$ cat config.mk
export PLATFORM = sky130hd
export DESIGN_NAME = usb_ep_ctrl
export DESIGN_NICKNAME = d
export VERILOG_FILES = /design/src/rtl/usb_ep_ctrl.sv
export SDC_FILE = /design/constraint.sdc
export NUM_CORES = 1
export LEC_CHECK = 0
export CAP_MARGIN = 25
export CELL_PAD_IN_SITES_DETAIL_PLACEMENT = 0
export CELL_PAD_IN_SITES_GLOBAL_PLACEMENT = 1
export CORE_MARGIN = 3
export CORE_UTILIZATION = 36
export DETAILED_ROUTE_END_ITERATION = 6
export PLACE_DENSITY_LB_ADDON = 0.2
export SLEW_MARGIN = 20
export SYNTH_ARGS = -nofsm -noshare
export SYNTH_HDL_FRONTEND = slang
export SYNTH_SLANG_ARGS = --single-unit
$ cat constraint.sdc
create_clock -name clk -period 2.44 [get_ports clk]
set_clock_uncertainty 0.2 [all_clocks]
set_input_delay 0.488 -clock clk [delete_from_list [all_inputs] [get_ports clk]]
set_output_delay 0.488 -clock clk [all_outputs]
set_load 0.02 [all_outputs]
$ cat src/rtl/usb_ep_ctrl.sv
// ---------------------------------------------------------------------------
// usb_ep_ctrl -- USB device endpoint transaction controller.
//
// Sequences OUT/SETUP/IN transactions for NEP endpoints: latches the token,
// decides the handshake (ACK/NAK/STALL) from registered FIFO status, tracks
// per-endpoint DATA0/DATA1 toggles and launches IN data packets, waiting up
// to TIMEOUT clocks for the host ACK.
//
// Parameters:
//   NEP      number of endpoints (1..16)
//   TIMEOUT  clk cycles to wait for a host ACK after IN data
//
// Ports:
//   clk, reset_n            clock, asynchronous active-low reset
//   usb_reset               synchronous USB bus reset
//   tok_valid/pid/endp      decoded token pulse
//   data_valid/data_pid     PID of the received DATA packet
//   data_done/data_crc_ok   end of OUT/SETUP data with CRC16 result
//   in_empty, out_full      per-endpoint FIFO status
//   stall_set, stall_clr    firmware stall control pulses
//   hs_valid/hs_pid/ready   handshake request to the SIE
//   in_start/in_pid/done    IN data launch and completion
//   ep_sel, out_discard     selected endpoint, duplicate-OUT pulse
//   tog_in, tog_out, stalled per-endpoint toggle and stall bits
//
// Build option: define USB_EP_STALL_EN to implement stall registers and
// STALL handshakes; otherwise stalled reads 0 and stall inputs are ignored.
// ---------------------------------------------------------------------------
module usb_ep_ctrl #(
    parameter int unsigned NEP     = 4,
    parameter int unsigned TIMEOUT = 40
) (
    input  logic           clk,
    input  logic           reset_n,
    input  logic           usb_reset,
    input  logic           tok_valid,
    input  logic [3:0]     tok_pid,
    input  logic [3:0]     tok_endp,
    input  logic           data_valid,
    input  logic [3:0]     data_pid,
    input  logic           data_done,
    input  logic           data_crc_ok,
    input  logic [NEP-1:0] in_empty,
    input  logic [NEP-1:0] out_full,
    input  logic [NEP-1:0] stall_set,
    input  logic [NEP-1:0] stall_clr,
    output logic           hs_valid,
    output logic [3:0]     hs_pid,
    input  logic           hs_ready,
    output logic           in_start,
    output logic [3:0]     in_pid,
    input  logic           in_done,
    output logic [3:0]     ep_sel,
    output logic           out_discard,
    output logic [NEP-1:0] tog_in,
    output logic [NEP-1:0] tog_out,
    output logic [NEP-1:0] stalled
);

    localparam logic [3:0] PID_OUT   = 4'b0001;
    localparam logic [3:0] PID_IN    = 4'b1001;
    localparam logic [3:0] PID_SETUP = 4'b1101;
    localparam logic [3:0] PID_DATA0 = 4'b0011;
    localparam logic [3:0] PID_DATA1 = 4'b1011;
    localparam logic [3:0] PID_ACK   = 4'b0010;
    localparam logic [3:0] PID_NAK   = 4'b1010;
    localparam logic [3:0] PID_STALL = 4'b1110;

    localparam int unsigned CW = (TIMEOUT > 1) ? $clog2(TIMEOUT) : 1;

    typedef enum logic [2:0] {
        IDLE, OUT_DATA, OUT_HS, IN_DATA, IN_WAIT, IN_HS
    } state_t;

    state_t        state;
    logic [CW-1:0] cnt;
    logic          is_setup;
    logic [3:0]    data_pid_q;

    // Per-endpoint state is held 16 wide so the 4-bit ep_sel/tok_endp can
    // index it directly; bits at or above NEP are never written.
    logic [15:0]   tog_in_q, tog_out_q, stalled_q;
    logic [15:0]   in_empty_w, out_full_w, in_empty_r, out_full_r;

    logic          tok_ok;
    logic [3:0]    pid_eff;

    always_comb begin
        in_empty_w          = '0;
        out_full_w          = '0;
        in_empty_w[NEP-1:0] = in_empty;
        out_full_w[NEP-1:0] = out_full;
    end

    always_comb begin
        tok_ok  = ({28'd0, tok_endp} < NEP) &&
                  (tok_pid == PID_OUT || tok_pid == PID_IN || tok_pid == PID_SETUP);
        // DATA PID may arrive in the same cycle as data_done
        pid_eff = data_valid ? data_pid : data_pid_q;
    end

    always_ff @(posedge clk or negedge reset_n) begin
        if (!reset_n) begin
            in_empty_r <= '0;
            out_full_r <= '0;
        end else begin
            in_empty_r <= in_empty_w;
            out_full_r <= out_full_w;
        end
    end

`ifndef USB_EP_STALL_EN
    logic unused_stall;
    assign unused_stall = ^{stall_set, stall_clr};
`endif

    always_ff @(posedge clk or negedge reset_n) begin
        if (!reset_n) begin
            state       <= IDLE;
            hs_valid    <= 1'b0;
            hs_pid      <= '0;
            in_start    <= 1'b0;
            in_pid      <= '0;
            ep_sel      <= '0;
            out_discard <= 1'b0;
            tog_in_q    <= '0;
            tog_out_q   <= '0;
            stalled_q   <= '0;
            cnt         <= '0;
            is_setup    <= 1'b0;
            data_pid_q  <= '0;
        end else begin
            in_start    <= 1'b0;
            out_discard <= 1'b0;
`ifdef USB_EP_STALL_EN
            // Set beats clear; a SETUP clear of ep0 below overrides both.
            for (int unsigned i = 0; i < NEP; i++) begin
                if (stall_set[i])
                    stalled_q[i] <= 1'b1;
                else if (stall_clr[i])
                    stalled_q[i] <= 1'b0;
            end
`endif
            case (state)
                IDLE: begin
                    if (tok_valid && tok_ok) begin
                        ep_sel     <= tok_endp;
                        is_setup   <= (tok_pid == PID_SETUP);
                        data_pid_q <= '0;
                        if (tok_pid == PID_IN) begin
                            if (stalled_q[tok_endp] || in_empty_r[tok_endp]) begin
                                state    <= IN_HS;
                                hs_valid <= 1'b1;
                                hs_pid   <= stalled_q[tok_endp] ? PID_STALL : PID_NAK;
                            end else begin
                                state    <= IN_DATA;
                                in_start <= 1'b1;
                                in_pid   <= tog_in_q[tok_endp] ? PID_DATA1 : PID_DATA0;
                            end
                        end else begin
                            state <= OUT_DATA;
                        end
                    end
                end
                OUT_DATA: begin
                    if (tok_valid) begin
                        state <= IDLE;
                    end else begin
                        if (data_valid)
                            data_pid_q <= data_pid;
                        if (data_done) begin
                            if (!data_crc_ok) begin
                                state <= IDLE;
                            end else if (is_setup) begin
                                if (pid_eff == PID_DATA0) begin
                                    state        <= OUT_HS;
                                    hs_valid     <= 1'b1;
                                    hs_pid       <= PID_ACK;
                                    stalled_q[0] <= 1'b0;
                                    tog_out_q[0] <= 1'b1;
                                    tog_in_q[0]  <= 1'b1;
                                end else begin
                                    state <= IDLE;
                                end
                            end else begin
                                state    <= OUT_HS;
                                hs_valid <= 1'b1;
                                if (stalled_q[ep_sel]) begin
                                    hs_pid <= PID_STALL;
                                end else if (out_full_r[ep_sel]) begin
                                    hs_pid <= PID_NAK;
                                end else if (pid_eff[3] == tog_out_q[ep_sel]) begin
                                    hs_pid            <= PID_ACK;
                                    tog_out_q[ep_sel] <= ~tog_out_q[ep_sel];
                                end else begin
                                    hs_pid      <= PID_ACK;
                                    out_discard <= 1'b1;
                                end
                            end
                        end
                    end
                end
                OUT_HS, IN_HS: begin
                    if (hs_ready) begin
                        hs_valid <= 1'b0;
                        state    <= IDLE;
                    end
                end
                IN_DATA: begin
                    if (in_done) begin
                        state <= IN_WAIT;
                        cnt   <= CW'(TIMEOUT - 1);
                    end
                end
                IN_WAIT: begin
                    if (tok_valid) begin
                        state <= IDLE;
                        if (tok_pid == PID_ACK)
                            tog_in_q[ep_sel] <= ~tog_in_q[ep_sel];
                    end else if (cnt == '0) begin
                        state <= IDLE;
                    end else begin
                        cnt <= cnt - 1'b1;
                    end
                end
                default: state <= IDLE;
            endcase
            if (usb_reset) begin
                state       <= IDLE;
                hs_valid    <= 1'b0;
                in_start    <= 1'b0;
                out_discard <= 1'b0;
                tog_in_q    <= '0;
                tog_out_q   <= '0;
                stalled_q   <= '0;
            end
        end
    end

    assign tog_in  = tog_in_q[NEP-1:0];
    assign tog_out = tog_out_q[NEP-1:0];
    assign stalled = stalled_q[NEP-1:0];

endmodule

==> results of run 1 <==
==> registers in the layout, indices dropped and copies added, names as in the netlist, 2 cells and up <==
register / flops
hs_pid: 2
state: 3
out_full_r: 4
tog_out_q: 16
cnt: 6
ep_sel: 4
tog_in_q: 8
in_pid: 2
in_empty_r: 4
data_pid_q: 4
==> layout make-up <==
| type | instances | area [µm²] | area share |
|---|---|---|---|
| sequential | 57 | 1430 | 0.298 |
| clock inverter | 7 | 46.3 | 0.00966 |
| inverter | 15 | 56.3 | 0.0117 |
| timing repair buffer | 108 | 1000 | 0.209 |
| multi-input combinational | 277 | 1970 | 0.412 |
| tap | 129 | 161 | 0.0337 |
| clock buffer | 9 | 124 | 0.0258 |
==> synth_stat cells (3+ instances only) <==
library cell               number  area share
sky130_fd_sc_hd__or2_2          7       0.012
sky130_fd_sc_hd__a41oi_1       11       0.027
sky130_fd_sc_hd__nand4b_1       3      0.0074
sky130_fd_sc_hd__a21oi_1       13       0.018
sky130_fd_sc_hd__a211oi_1       5       0.011
sky130_fd_sc_hd__nor2_1        38       0.040
sky130_fd_sc_hd__inv_1         15       0.016
sky130_fd_sc_hd__a22o_1         3      0.0074
sky130_fd_sc_hd__nand3_1        6      0.0084
sky130_fd_sc_hd__xnor2_1        4      0.0098
sky130_fd_sc_hd__buf_2          3      0.0042
sky130_fd_sc_hd__nand2b_1       9       0.016
sky130_fd_sc_hd__nand2_1       39       0.041
sky130_fd_sc_hd__dfrtp_1       57        0.40
sky130_fd_sc_hd__and2_1         4      0.0070
sky130_fd_sc_hd__o21ai_0       26       0.036
sky130_fd_sc_hd__o22ai_1        4      0.0070
sky130_fd_sc_hd__mux4_2         3       0.019
sky130_fd_sc_hd__or3b_2         3      0.0074
sky130_fd_sc_hd__nand4_1        5      0.0088
sky130_fd_sc_hd__mux2_2         6       0.019
sky130_fd_sc_hd__clkbuf_1      15       0.016
sky130_fd_sc_hd__and3_1         5      0.0088
sky130_fd_sc_hd__mux2i_1       13       0.036
sky130_fd_sc_hd__nor2b_1        6       0.011
sky130_fd_sc_hd__buf_4         16       0.034
sky130_fd_sc_hd__mux4_1         6       0.044
sky130_fd_sc_hd__nor3_1         5      0.0070
sky130_fd_sc_hd__a31oi_1       11       0.019
==> power groups by stage <==
stage                     Clock (mW)  Sequential [mW]  Combinational (mW)
after floorplan                    0             1.11               0.376
after global placement             0             1.13               0.640
after detailed placement           0             1.13               0.642
after CTS                      0.822             1.10               0.701
after global routing           0.855             1.11               0.785
final                          0.802             1.10               0.726
==> worst register-to-register path: stages (launching register included) <==
cell and delay, ns:
sky130_fd_sc_hd__dfrtp_2 0.42, sky130_fd_sc_hd__buf_12 0.14, sky130_fd_sc_hd__buf_6 0.11, sky130_fd_sc_hd__mux4_2 0.47, sky130_fd_sc_hd__a2111o_1 0.47, sky130_fd_sc_hd__nor2_4 0.18
sky130_fd_sc_hd__clkbuf_16 0.18, sky130_fd_sc_hd__a41oi_1 0.11, sky130_fd_sc_hd__o21ai_1 0.09
==> logic make-up (layout without fill, tap and decap cells) <==
kind of cell	after synthesis	in the layout	share of synthesized area
AO/OA/AOI/OAI	90	90	0.170
XOR/XNOR	4	4	0.00982
adder cells (fa/ha/maj)	2	2	0.00701
buffers and inverters	54	139	0.0793
flip-flops	57	57	0.400
multiplexers	28	28	0.119
other	1	7	0.00105
AND/OR/NAND/NOR	146	146	0.214
==> how the worst max path moves through the flow <==
stage,cells after the start,to,start
after global placement,6,hs_pid[3]$_DFFE_PN0P_,data_valid
after global routing,8,tog_out_q[13]$_DFFE_PN0P_,ep_sel[0]$_DFFE_PN0P_
final,8,tog_out_q[6]$_DFFE_PN0P_,ep_sel[0]$_DFFE_PN0P_
after CTS,8,tog_out_q[11]$_DFFE_PN0P_,ep_sel[0]$_DFFE_PN0P_
after detailed placement,6,hs_pid[3]$_DFFE_PN0P_,data_valid
after floorplan,7,tog_out_q[14]$_DFFE_PN0P_,ep_sel[0]$_DFFE_PN0P_
==> what timing repair did <==
action | CTS | global route
hold endpoints to repair | 57 | 0
gates resized for setup | 7 | 36
cloned | 0 | 1
pin swaps | 1 | 1
hold buffers | 1 | 0
setup buffers | 5 | 4
endpoints found under the setup margin | 17 | 25
==> layer usage <==
layer | global-route usage | vias up
li1 | - | 1552
met1 | 0.265 | 1582
met2 | 0.281 | 68
met3 | 0.0398 | 9
met4 | 0.0518 | 0
met5 | 0 | -
==> flow_summary.ini, run 1 <==
[yosys]
postSynthAreaPerCell_um2 = 9.34
synthArstFlopShare = 1.00
dominantRegCellSynth = sky130_fd_sc_hd__dfrtp_1
syn-cell-area_um2 = 3570
synthCells = 382
synth-edff-count = 0
register_area_share_after_synthesis = 0.400
yosysWarnings = 0
ys_ff_latch = 57
ys_types = 60

[power]
leakage_nw = 2.04
seq_power_share = 0.419
switching_share = 0.331
netSwitchingPower_mw = 0.872
report.power.total_mw = 2.63
intPower_mw = 1.76
power-per-cell-area_nw_per_um2 = 549
power.clock.fraction = 0.305
ir_drop_v = 0.000434
p_comb_frac = 0.276

[drt]
wirelength_routed_mm = 10.2
final_antenna_net_count = 0
topRoutingLayerUsed = met4
drc = 0
wl_met1_mm = 5.00
wl_per_cell_um = 16.9
initial_drc_count = 135
detail_route.vias_per_cell = 5.33
dr.pass1.iters = 4
route.met2.wl_mm = 4.63
dr_total_vias = 3211
met3_length_um = 451

[final_layout]
final_layout_size_suffix_gt1_frac = 0.239
finish.cell_count_without_fillers = 602
fin_nets = 507
fin_area_um2 = 4790
filler_cell_count = 875
signed_area_change_from_the_synthesized_netlist_to_the_final_layout_pct = 34.4
final_common_cell = sky130_fd_sc_hd__dfrtp_1
final_cell_mix = sky130_fd_sc_hd__dfrtp_1 (55), sky130_fd_sc_hd__buf_4 (52), sky130_fd_sc_hd__clkdlybuf4s50_1 (47)
antenna_cells_inserted = 0
finish.utilization = 0.509

[floorplan]
design.portCount = 64
die_height_um = 106
die_width_um = 106
dieArea_um2 = 11100
floorplan.initialDensity = 0.379
floorplan_row_count = 35
core_area_um2 = 9420

[global_routing]
grt.overflow.total = 0
grt_pass1_vias = 3171
grt_first_pass_wirelength_mm = 16.4
pin_count_of_the_biggest_net_entering_global_routing = 58
antenna_found_initial = 0
grtUsageTotal = 0.184

[worst_setup_path]
setup.reg_to_reg.worst_slack_ns = -0.003
endpoint_kind = flip-flop
cell_chain_critical_path = buf_12, buf_6, mux4_2, a2111o_1, nor2_4, clkbuf_16, a41oi_1, o21ai_1
timing.critical_path.fanout_max = 8
worst_r2r_path_depth = 8
worstPathRequired_ns = 2.51
cp_top_family = compound AO/OA/AOI/OAI gates
cpPeakStageDelay_ns = 0.47
crit_type = flip-flop to flip-flop
cp_data_arrival_time_ns = 2.51
startpoint_type = flip-flop
timing.rr.end = tog_out_q[6]$_DFFE_PN0P_
critical_path.slowest_cell = sky130_fd_sc_hd__mux4_2
worst-path-buf-inv = 3
reg2reg_start = ep_sel[0]$_DFFE_PN0P_

[timing]
slew_headroom = 0.596
worst-slew-pin-transition_ns = 0.590
timing.final.setup_violations = 1
report.final.slew_viol_count = 0
fmax_ghz = 0.409
hold_slack_ns = 0.280
hold_viol = 0
unrepaired_setup_endpoints_after_global_routing = true
min_period_ns = 2.44
final_critical_path_setup_slack_ns = -0.00277
timing.final.crit_share = 1.00
totalNegativeSetupSlack_ns = -0.00277

[cts]
max-clock-path-buffers = 2
clock-root-buffer = sky130_fd_sc_hd__clkbuf_8
h_tree_levels = 3
worst_setup_hold_path_clk_slew_ns = 0.07
clk-insertion-delay-late_ns = 0.34
numCtsBuffers = 9
numClockSinks = 57
tritoncts = done

[status]
outcome = complete, but fails checks
failed_checks = setup timing

[worst_hold_path]
hold_depth = 1
hold_path_end = hs_pid[1]$_DFFE_PN0P_
min_path_type = flip-flop to flip-flop
min-delay-start = hs_pid[1]$_DFFE_PN0P_

[placed_design]
detailed_place_hpwl_mm = 7.04
numPlacedInstances = 575
placement.cell_area_um2 = 4410
port_buffers = 48
placement.setup.worst_slack_ns = -0.329
routabilityCongestion = 0.870

[flow_run]
max_capacitance_violation_count = 0
Note: power is estimated with default switching activity, not from simulation.
==> run 2: changes to the inputs <==
--- a/config.mk
+++ b/config.mk
@@ -9,7 +9,7 @@
 export CELL_PAD_IN_SITES_DETAIL_PLACEMENT = 0
 export CELL_PAD_IN_SITES_GLOBAL_PLACEMENT = 1
 export CORE_MARGIN = 3
-export CORE_UTILIZATION = 36
+export CORE_UTILIZATION = 40
 export DETAILED_ROUTE_END_ITERATION = 6
 export PLACE_DENSITY_LB_ADDON = 0.2
 export SLEW_MARGIN = 20
==> constraint.sdc (replaced) <==
create_clock -name clk -period 2.3 [get_ports clk]
set_clock_uncertainty 0.2 [all_clocks]
set_input_delay 0.46 -clock clk [delete_from_list [all_inputs] [get_ports clk]]
set_output_delay 0.46 -clock clk [all_outputs]
set_load 0.02 [all_outputs]
==> flow_summary.ini, run 2 (synthesized netlist as in run 1, its figures left out) <==
[worst_setup_path]
cp_data_arrival_time_ns = 2.46
worst_setup_path_startpoint = ep_sel[0]$_DFFE_PN0P_
timing.critical_path.fanout_max = 15
crit_type = flip-flop to flip-flop
endpoint_kind = flip-flop
startpoint_type = flip-flop
timing.rr.end = tog_out_q[5]$_DFFE_PN0P_
critical_path.slowest_cell = sky130_fd_sc_hd__mux4_2
worstPathRequired_ns = 2.32
timing.critical_path.to = tog_out_q[5]$_DFFE_PN0P_
cp_top_family = compound AO/OA/AOI/OAI gates
reg2reg_start = ep_sel[0]$_DFFE_PN0P_
worst-path-buf-inv = 3
setup.reg_to_reg.worst_slack_ns = -0.14
worst_r2r_path_depth = 7
cp.depth = 7
cell_chain_critical_path = buf_6, mux4_2, a2111o_1, buf_4, a21oi_4, buf_12, o21ai_1
cpPeakStageDelay_ns = 0.54

[floorplan]
design.portCount = 64
floorplan_row_count = 33
core_area_um2 = 8420
die_width_um = 100
dieArea_um2 = 10100
die_height_um = 100
floorplan.initialDensity = 0.423

[timing]
fmax_ghz = 0.410
slew_headroom = 0.580
totalNegativeSetupSlack_ns = -2.06
unrepaired_setup_endpoints_after_global_routing = true
worst-slew-pin-transition_ns = 0.631
report.final.slew_viol_count = 0
final_critical_path_setup_slack_ns = -0.137
timing.final.crit_share = 1.06
hold_viol = 0
timing.final.setup_violations = 23
min_period_ns = 2.44

[cts]
numCtsBuffers = 9
max-clock-path-buffers = 2
worst_setup_hold_path_clk_slew_ns = 0.07
tritoncts = done
clk-insertion-delay-late_ns = 0.35
numClockSinks = 57
clock-root-buffer = sky130_fd_sc_hd__clkbuf_8
h_tree_levels = 3

[final_layout]
final_layout_size_suffix_gt1_frac = 0.256
final_common_cell = sky130_fd_sc_hd__buf_4
regMostFlops = tog_out_q
filler_cell_count = 766
fin_nets = 515
largest_register_ff_count = 16
final_cell_mix = sky130_fd_sc_hd__buf_4 (60), sky130_fd_sc_hd__dfrtp_1 (55), sky130_fd_sc_hd__clkdlybuf4s50_1 (46)
registers_with_the_highest_flip_flop_counts = tog_out_q (16), tog_in_q (8), cnt (6)
antenna_cells_inserted = 0
signed_area_change_from_the_synthesized_netlist_to_the_final_layout_pct = 35.6

[drt]
detail_route.vias_per_cell = 5.46
initial_drc_count = 251
wl_per_cell_um = 16.7
dr.pass1.iters = 4
drc = 0
final_antenna_net_count = 0
wirelength_routed_mm = 9.81
dr_total_vias = 3200

[global_routing]
grtUsageTotal = 0.208
grt.overflow.total = 0
grt_pass1_vias = 3247
pin_count_of_the_biggest_net_entering_global_routing = 28
antenna_found_initial = 0
grt_first_pass_wirelength_mm = 16.3

[power]
leakage_nw = 2.08
report.power.total_mw = 3.04
ir_drop_v = 0.000390
power-per-cell-area_nw_per_um2 = 629

[status]
outcome = complete, but fails checks
failed_checks = setup timing

[placed_design]
routabilityCongestion = 0.870
detailed_place_hpwl_mm = 7.15
port_buffers = 48

[flow_run]
max_capacitance_violation_count = 0

[worst_hold_path]
hold_depth = 1
min_path_type = flip-flop to flip-flop
min-delay-start = hs_pid[1]$_DFFE_PN0P_
run 2: cell types whose count changed in the layout (fill, tap and decap cells not counted), moves of 3 or more:
cell / previous run / this run
sky130_fd_sc_hd__o21ai_0: 5 / 14
sky130_fd_sc_hd__a41oi_2: 4 / 0
sky130_fd_sc_hd__a41oi_1: 7 / 11
sky130_fd_sc_hd__buf_4: 52 / 60
sky130_fd_sc_hd__mux4_1: 5 / 1
sky130_fd_sc_hd__mux4_2: 4 / 8
sky130_fd_sc_hd__clkinv_2: 3 / 0
sky130_fd_sc_hd__o21ai_1: 20 / 12
run 2: timing repair:
item,in CTS,in global routing
setup endpoints to repair,18,28
pin swaps,1,1
hold endpoints to repair,23,0
gates resized for setup,20,12
hold buffers,1,0
buffers inserted,3,4
run 2: worst min path at each step:
stage and end:
2_1_floorplan cnt[0]$_DFFE_PN0P_, 3_3_place_gp hs_pid[1]$_DFFE_PN0P_, 3_5_place_dp hs_pid[1]$_DFFE_PN0P_, 4_1_cts hs_pid[1]$_DFFE_PN0P_, 5_1_grt hs_pid[1]$_DFFE_PN0P_, 6_report hs_pid[1]$_DFFE_PN0P_
run 2: routing by layer:
| metal | GRT usage | vias up | routed length (µm) |
|---|---|---|---|
| li1 | - | 1563 | - |
| met1 | 0.301 | 1522 | 4600 |
| met2 | 0.312 | 109 | 4480 |
| met3 | 0.0424 | 6 | 657 |
| met4 | 0.0622 | 0 | 65 |
| met5 | 0 | - | 0 |
run 2: area by class of cell:
type | count | area [µm²] | area share
well taps | 105 | 131 | 0.0272
flip-flops and latches | 57 | 1430 | 0.295
clock buffers | 9 | 124 | 0.0256
repair buffers | 116 | 1050 | 0.217
inverters | 15 | 56.3 | 0.0116
multi-input cells | 277 | 1940 | 0.402
clock inverters | 7 | 103 | 0.0212
run 2: where the power goes:
group          internal [mW]  switching (mW)
clock                  0.620           0.465
sequential              1.08          0.0776
combinational          0.419           0.381
total                   2.12           0.924
run 2: stage by stage:
stage	instance area, µm²	utilization	hold WS (ns)	instances	setup slack (ns)
2_1_floorplan	3600	-	-0.0356	388	-0.0147
3_3_place_gp	4470	0.531	0.271	562	-0.326
3_5_place_dp	4470	0.531	0.275	562	-0.383
4_1_cts	4780	0.567	0.292	582	-0.121
5_1_grt	4840	0.574	0.314	586	-0.213
6_report	4840	0.574	0.285	586	-0.137
